--- src/rtl/fe_fetch_ctrl_if.sv ---
// Fetch-stage bus bundle: instruction-memory read port plus the decode
// valid/ready handshake. The fetch controller is the master on both.
interface fe_fetch_ctrl_if #(
    parameter int PC_W = 8
);
    logic [PC_W-1:0] imem_addr;
    logic            imem_rd;
    logic [15:0]     imem_rdata;
    logic            imem_ack;
    logic [23:0]     instr;
    logic [PC_W-1:0] instr_pc;
    logic            instr_valid;
    logic            instr_ready;

    modport master (
        output imem_addr,
        output imem_rd,
        input  imem_rdata,
        input  imem_ack,
        output instr,
        output instr_pc,
        output instr_valid,
        input  instr_ready
    );

    modport slave (
        input  imem_addr,
        input  imem_rd,
        output imem_rdata,
        output imem_ack,
        input  instr,
        input  instr_pc,
        input  instr_valid,
        output instr_ready
    );
endinterface

--- src/rtl/fe_fetch_ctrl.sv ---
// Fetch sequencer for the 8-bit RISC pipeline. Owns the PC, reads two
// 16-bit words per 24-bit instruction (word @pc -> instr[15:0], low byte of
// word @pc+1 -> instr[23:16]) and hands the result to decode over a
// valid/ready handshake, with stall and branch-redirect handling.
// Optional feature: define FE_STALL_CNT_EN to add a saturating stall
// counter (ports stall_cnt, cnt_clr).
//
// state | meaning
// ------+---------------------------------------------------------------
// IDLE  | fetch stopped, no read outstanding
// LO    | reading word @pc (instr[15:0])
// HI    | reading word @pc+1 (instr[23:16])
// OUT   | instruction presented to decode, waiting for instr_ready
// DRAIN | redirect arrived mid-read; waiting out the old read's ack
module fe_fetch_ctrl #(
    parameter int              PC_W     = 8,
    parameter logic [PC_W-1:0] RESET_PC = '0
) (
    input  logic            clk,
    input  logic            rst_n,
    input  logic            run,
    input  logic            br_taken,
    input  logic [PC_W-1:0] br_target,
    output logic            busy,
`ifdef FE_STALL_CNT_EN
    output logic [15:0]     stall_cnt,
    input  logic            cnt_clr,
`endif
    fe_fetch_ctrl_if.master bus
);

    typedef enum logic [2:0] {
        IDLE  = 3'd0,
        LO    = 3'd1,
        HI    = 3'd2,
        OUT   = 3'd3,
        DRAIN = 3'd4
    } state_t;

    state_t          state;
    logic [PC_W-1:0] pc;
    logic [PC_W-1:0] pc_inc1;
    logic [PC_W-1:0] pc_inc2;
    logic            transfer;

    assign pc_inc1  = pc + PC_W'(1);
    assign pc_inc2  = pc + PC_W'(2);
    assign transfer = bus.instr_valid & bus.instr_ready;

    // Fetch FSM; every output is registered and updated alongside the state.
    always_ff @(posedge clk or negedge rst_n) begin
        if (!rst_n) begin
            state           <= IDLE;
            pc              <= RESET_PC;
            bus.imem_addr   <= RESET_PC;
            bus.imem_rd     <= 1'b0;
            bus.instr       <= '0;
            bus.instr_pc    <= RESET_PC;
            bus.instr_valid <= 1'b0;
            busy            <= 1'b0;
        end else begin
            case (state)
                IDLE: begin
                    if (br_taken) begin
                        pc            <= br_target;
                        bus.imem_addr <= br_target;
                    end else if (run) begin
                        state         <= LO;
                        bus.imem_rd   <= 1'b1;
                        bus.imem_addr <= pc;
                        busy          <= 1'b1;
                    end
                end

                LO, HI: begin
                    if (br_taken) begin
                        pc <= br_target;
                        if (bus.imem_ack) begin
                            // Old read just completed: drop its data and
                            // start on the target right away.
                            state         <= LO;
                            bus.imem_addr <= br_target;
                        end else begin
                            // Keep the address steady until the old ack.
                            state <= DRAIN;
                        end
                    end else if (bus.imem_ack) begin
                        if (state == LO) begin
                            bus.instr[15:0] <= bus.imem_rdata;
                            bus.imem_addr   <= pc_inc1;
                            state           <= HI;
                        end else begin
                            bus.instr[23:16] <= bus.imem_rdata[7:0];
                            bus.imem_rd      <= 1'b0;
                            bus.instr_valid  <= 1'b1;
                            bus.instr_pc     <= pc;
                            state            <= OUT;
                        end
                    end
                end

                OUT: begin
                    if (br_taken) begin
                        // A coincident transfer still completes; the target
                        // simply replaces pc+2.
                        pc              <= br_target;
                        bus.instr_valid <= 1'b0;
                        bus.imem_rd     <= 1'b1;
                        bus.imem_addr   <= br_target;
                        state           <= LO;
                    end else if (transfer) begin
                        pc              <= pc_inc2;
                        bus.instr_valid <= 1'b0;
                        bus.imem_addr   <= pc_inc2;
                        if (run) begin
                            bus.imem_rd <= 1'b1;
                            state       <= LO;
                        end else begin
                            busy  <= 1'b0;
                            state <= IDLE;
                        end
                    end
                end

                DRAIN: begin
                    if (bus.imem_ack) begin
                        // Stale data is dropped; a redirect landing on the
                        // same cycle as the ack still wins the new pc.
                        state         <= LO;
                        pc            <= br_taken ? br_target : pc;
                        bus.imem_addr <= br_taken ? br_target : pc;
                    end else if (br_taken) begin
                        pc <= br_target;
                    end
                end

                default: begin
                    state           <= IDLE;
                    bus.imem_rd     <= 1'b0;
                    bus.instr_valid <= 1'b0;
                    busy            <= 1'b0;
                end
            endcase
        end
    end

`ifdef FE_STALL_CNT_EN
    logic stall_evt;

    assign stall_evt = (bus.instr_valid & ~bus.instr_ready) |
                       (bus.imem_rd & ~bus.imem_ack);

    // Saturating count of cycles lost to decode back-pressure or memory wait.
    always_ff @(posedge clk or negedge rst_n) begin
        if (!rst_n) begin
            stall_cnt <= '0;
        end else if (cnt_clr) begin
            stall_cnt <= '0;
        end else if (stall_evt && (stall_cnt != 16'hFFFF)) begin
            stall_cnt <= stall_cnt + 16'd1;
        end
    end
`endif

endmodule

--- src/flat_wrapper.sv ---
// flat-port wrapper written by rule: the top's interface ports become plain ports
module fe_fetch_ctrl_flat 
#(
    parameter int              PC_W     = 8,
    parameter logic [PC_W-1:0] RESET_PC = '0
)
  (clk, rst_n, run, br_taken, br_target, busy, bus_imem_addr, bus_imem_rd, bus_imem_rdata, bus_imem_ack, bus_instr, bus_instr_pc, bus_instr_valid, bus_instr_ready);
  fe_fetch_ctrl_if #(.PC_W(PC_W)) bus_i ();
  input  logic clk;
  input  logic rst_n;
  input  logic run;
  input  logic br_taken;
  input  logic [PC_W-1:0] br_target;
  output logic busy;
  output wire logic [$bits(bus_i.imem_addr)-1:0] bus_imem_addr;
  output wire logic [$bits(bus_i.imem_rd)-1:0] bus_imem_rd;
  input wire logic [$bits(bus_i.imem_rdata)-1:0] bus_imem_rdata;
  input wire logic [$bits(bus_i.imem_ack)-1:0] bus_imem_ack;
  output wire logic [$bits(bus_i.instr)-1:0] bus_instr;
  output wire logic [$bits(bus_i.instr_pc)-1:0] bus_instr_pc;
  output wire logic [$bits(bus_i.instr_valid)-1:0] bus_instr_valid;
  input wire logic [$bits(bus_i.instr_ready)-1:0] bus_instr_ready;
  assign bus_imem_addr = bus_i.imem_addr;
  assign bus_imem_rd = bus_i.imem_rd;
  assign bus_i.imem_rdata = bus_imem_rdata;
  assign bus_i.imem_ack = bus_imem_ack;
  assign bus_instr = bus_i.instr;
  assign bus_instr_pc = bus_i.instr_pc;
  assign bus_instr_valid = bus_i.instr_valid;
  assign bus_i.instr_ready = bus_instr_ready;
  fe_fetch_ctrl #(.PC_W(PC_W), .RESET_PC(RESET_PC)) u_core (.clk(clk), .rst_n(rst_n), .run(run), .br_taken(br_taken), .br_target(br_target), .busy(busy), .bus(bus_i));
endmodule
--- config.mk ---
export PLATFORM = sky130hd
export DESIGN_NAME = fe_fetch_ctrl_flat
export DESIGN_NICKNAME = d
export VERILOG_FILES = /design/src/rtl/fe_fetch_ctrl_if.sv /design/src/rtl/fe_fetch_ctrl.sv /design/src/flat_wrapper.sv
export SDC_FILE = /design/constraint.sdc
export NUM_CORES = 1
export LEC_CHECK = 0
export ABC_AREA = 1
export CAP_MARGIN = 20
export CORE_ASPECT_RATIO = 0.8
export CORE_UTILIZATION = 49
export CTS_BUF_LIST = sky130_fd_sc_hd__clkbuf_4 sky130_fd_sc_hd__clkbuf_8
export CTS_CLUSTER_DIAMETER = 150
export CTS_CLUSTER_SIZE = 25
export DETAILED_ROUTE_END_ITERATION = 10
export PLACE_DENSITY = 0.81
export SLEW_MARGIN = 20
export SYNTH_ARGS = -nofsm -noshare
export SYNTH_HDL_FRONTEND = slang
export SYNTH_SLANG_ARGS = --single-unit
--- constraint.sdc ---
create_clock -name clk -period 2.2 [get_ports clk]
set_input_delay 0.44 -clock clk [delete_from_list [all_inputs] [get_ports clk]]
set_output_delay 0.44 -clock clk [all_outputs]
set_load 0.005 [all_outputs]
==> impl_metrics.csv <==
group,metric,value,unit
clock_network,root_buffer,"clkbuf_8",
power_and_ir_drop,ir_drop,0.000688,V
clock_network,cts_resized,0,
placement,pre_cts_slack,130,ps
power_and_ir_drop,p_leak,1.82,nW
cells_and_area,area_delta_synth_final,32.0,%
grt,grt_util_met1,0.342,
cells_and_area,diodes,0,
critical_path,end_kind,"flip-flop",
logic_synthesis,yosys_warnings,0,
sta,maxSlewViolCount,0,
cells_and_area,final_cell_mix,"nand2_1 (125), clkdlybuf4s50_1 (71), dfrtp_1 (54), o21ai_0 (37), inv_1 (33)",
cells_and_area,drive_gt1_frac,0.0917,
cells_and_area,nets,478,
route,first_pass_iters,6,
logic_synthesis,synth_top_family_by_area,"simple AND/OR/NAND/NOR gates",
route,drtAntennaViolNets,0,
critical_path,crit_fanout,14,
grt,grt_overflow,0,
clock_network,cts_num_sinks,54,
sta,finalHoldViolCount,0,
logic_synthesis,ys_ff_latch,54,
sta,period_needed,1770,ps
critical_path,crit_top_cell,"nand2_1",
grt,grt_use_met2,0.411,
min_path,hold_path.class,"primary input to asynchronous set/reset pin",
critical_path,required,2420,ps
placement,port-buffer-count,72,
floorplan,top_level_ports,73,
clock_network,clock_path_buffers,2,
grt,grt_pass1_vias,2711,
cells_and_area,ff_latch_area,0.00135,mm²
logic_synthesis,avgSynthCellArea,7.74,µm²
status,status,"finished, final reports clean",
logic_synthesis,synth_xor_xnor_area_share,0,
critical_path,critPathKind,"primary input to flip-flop",
logic_synthesis,synthesis.nets,401,
cells_and_area,layout_commonest_cell,"nand2_1",
clock_network,numCtsBuffers,5,
logic_synthesis,synthCells,369,
critical_path,crit_family,"buffers and inverters",
route,drt-total-wl,7360,µm
floorplan,die_x,87.4,µm
route,dr_total_vias,2812,
grt,gr-usage-met3,0.0544,
sta,fin_tns_setup,0,ps
route,route.detailed.drc,0,
sta,setup_viol,0,
clock_network,cts_hold_repair.buffers,0,
placement,dp_hpwl,5520,µm
logic_synthesis,synthDistinctLibCells,30,
clock_network,clkTransAtPathRegs,100,ps
grt,grtUsageTotal,0.255,
floorplan,die_h,70.3,µm
sta,max_slew_margin,0.707,
sta,worstMarginPinSlew,438,ps
cells_and_area,fill_cells,497,
route,avgViaCountPerCell,5.36,
sta,finalWorstSetupSlack,433,ps
logic_synthesis,yosys.area_share.adder,0.00876,
grt,grt_pass1_wl,12200,µm
clock_network,insertion_delay,310,ps
logic_synthesis,ys_seq_area_frac,0.473,
placement,gp_congestion,0.947,
logic_synthesis,syn-cell-area,0.00286,mm²
grt,grt-busiest-layer,"met2",
critical_path,cp_slowest_cell,"clkdlybuf4s50_1",
sta,max_freq,566,MHz
clock_network,postCtsSetupRepairBufs,0,
critical_path,critPathMaxStageDelay,470,ps
route,initialDrtViolationCount,243,
job,cap_violations,0,
sta,finClkSkew,8.20,ps
critical_path,cp_num_buf_inv,2,
clock_network,htreeDepth,2,
power_and_ir_drop,power_density,1370,mW/mm²
floorplan,coreArea,0.00553,mm²
critical_path,arrival,1990,ps
floorplan,initial_core_util,0.517,
floorplan,die_area,0.00614,mm²
critical_path,path_cells,"clkdlybuf4s50_1 -> inv_2 -> nand2_1 -> nor2_1 -> o21ai_0 -> nand2_1 -> nand3_1 -> nand2_1 -> nand2_1",
route,routedWlPerCell,14.0,µm
logic_synthesis,synth_compound_area_frac,0.126,
logic_synthesis,muxShareOfSynthArea,0.0355,
logic_synthesis,yosys.area_share.simple,0.289,
sta,period_share,0.803,
sta,rsz0062_at_grt,"no",
grt,grt_max_degree,25,
critical_path,start_kind,"primary input",
cells_and_area,final_core_util,0.683,
grt,antenna_found_initial,0,
clock_network,cts_tree,"built",
floorplan,rows,24,
cells_and_area,multiInputGateArea,0.00131,mm²
## worst paths after layout
kind / slack, ps / to / depth (start not counted) / start
max: 430 / u_core.bus.imem_addr[3]$_DFFE_PN0P_ / 9 / br_taken
min: 50 / u_core.bus.instr_pc[1]$_DFFE_PN0P_ / 1 / rst_n
max reg2reg: 470 / u_core.bus.imem_addr[0]$_DFFE_PN0P_ / 8 / u_core.state[0]$_DFFE_PN0P_
min reg2reg: 490 / u_core.bus.instr[19]$_DFFE_PN0P_ / 2 / u_core.bus.instr[19]$_DFFE_PN0P_
max in group asynchronous: 1540 / u_core.bus.instr[3]$_DFFE_PN0P_ / 2 / rst_n
min in group clk: 490 / u_core.bus.instr[19]$_DFFE_PN0P_ / 2 / u_core.bus.instr[19]$_DFFE_PN0P_
## synth_stat cells
| cell type | instances | area, µm² |
|---|---|---|
| mux2_2 | 5 | 56.3 |
| dfrtp_1 | 54 | 1350 |
| mux2_1 | 4 | 45.0 |
| a21oi_1 | 9 | 45.0 |
| clkbuf_1 | 3 | 11.3 |
| nand3_2 | 4 | 40.0 |
| o21a_1 | 1 | 7.51 |
| or2_2 | 1 | 6.26 |
| inv_1 | 33 | 124 |
| nor3_4 | 1 | 16.3 |
| a31oi_1 | 1 | 6.26 |
| nand2_1 | 125 | 469 |
| nand3_4 | 1 | 17.5 |
| nand3_1 | 27 | 135 |
| o21ai_1 | 6 | 30.0 |
| ha_1 | 2 | 25.0 |
| o21ai_0 | 37 | 185 |
| nand4_1 | 1 | 6.26 |
| o22ai_1 | 3 | 18.8 |
| a22oi_1 | 2 | 15.0 |
| o211ai_1 | 7 | 52.6 |
| buf_4 | 1 | 7.51 |
| nand2_4 | 1 | 11.3 |
| inv_2 | 7 | 26.3 |
| buf_2 | 5 | 25.0 |
| nor2_2 | 1 | 6.26 |
| nand2_2 | 3 | 18.8 |
| nor2_4 | 1 | 11.3 |
| nor3_1 | 1 | 5.00 |
| nor2_1 | 22 | 82.6 |
## per-stage QoR
step / power, mW / instance area, µm² / hold slack [ps] / cells
6_report: 5.18 / 3770 / 52.9 / 525
5_1_grt: 5.61 / 3770 / 71.9 / 525
4_1_cts: 5.16 / 3770 / 60.6 / 525
3_5_place_dp: 4.57 / 3680 / 402 / 517
3_3_place_gp: 4.47 / 3680 / 407 / 517
2_1_floorplan: 3.31 / 2860 / 144 / 369
## power by group
part | switching [mW] | internal, mW | total (mW)
Clock | 0.341 | 0.242 | 0.583
Sequential | 0.338 | 1.47 | 1.81
Combinational | 1.46 | 1.32 | 2.79
Total | 2.14 | 3.04 | 5.18
## flip-flops by register name (all words and copies together) (netlist names), named ones only
| name | count |
|---|---|
| u_core.bus.instr | 24 |
| u_core.bus.imem_addr | 8 |
| u_core.bus.instr_pc | 8 |
| u_core.pc | 7 |
| u_core.state | 3 |
| u_core.bus.imem_rd | 1 |
| u_core.bus.instr_valid | 1 |
| u_core.busy | 1 |
## final cells by class
class                   count  share of cell area
clock buffers               6              0.0202
flip-flops and latches     54               0.358
clock inverters             2             0.00431
multi-input cells         266               0.348
inverters                  40              0.0398
well taps                  78              0.0259
repair buffers             79               0.204
## kinds of logic after synthesis
group                      after synthesis
AOI/OAI and AO/OA                       66
adders and majority gates                2
buffers and inverters                   49
DFF                                     54
muxes                                    9
and+or+nand+nor                        189
## per-layer routing
metal / share of wire / vias up
met5: 0 / -
met4: 0.012 / 0
met3: 0.087 / 11
met2: 0.47 / 152
met1: 0.43 / 1300
li1: - / 1349
No activity file was read; power rests on OpenSTA's default activity.
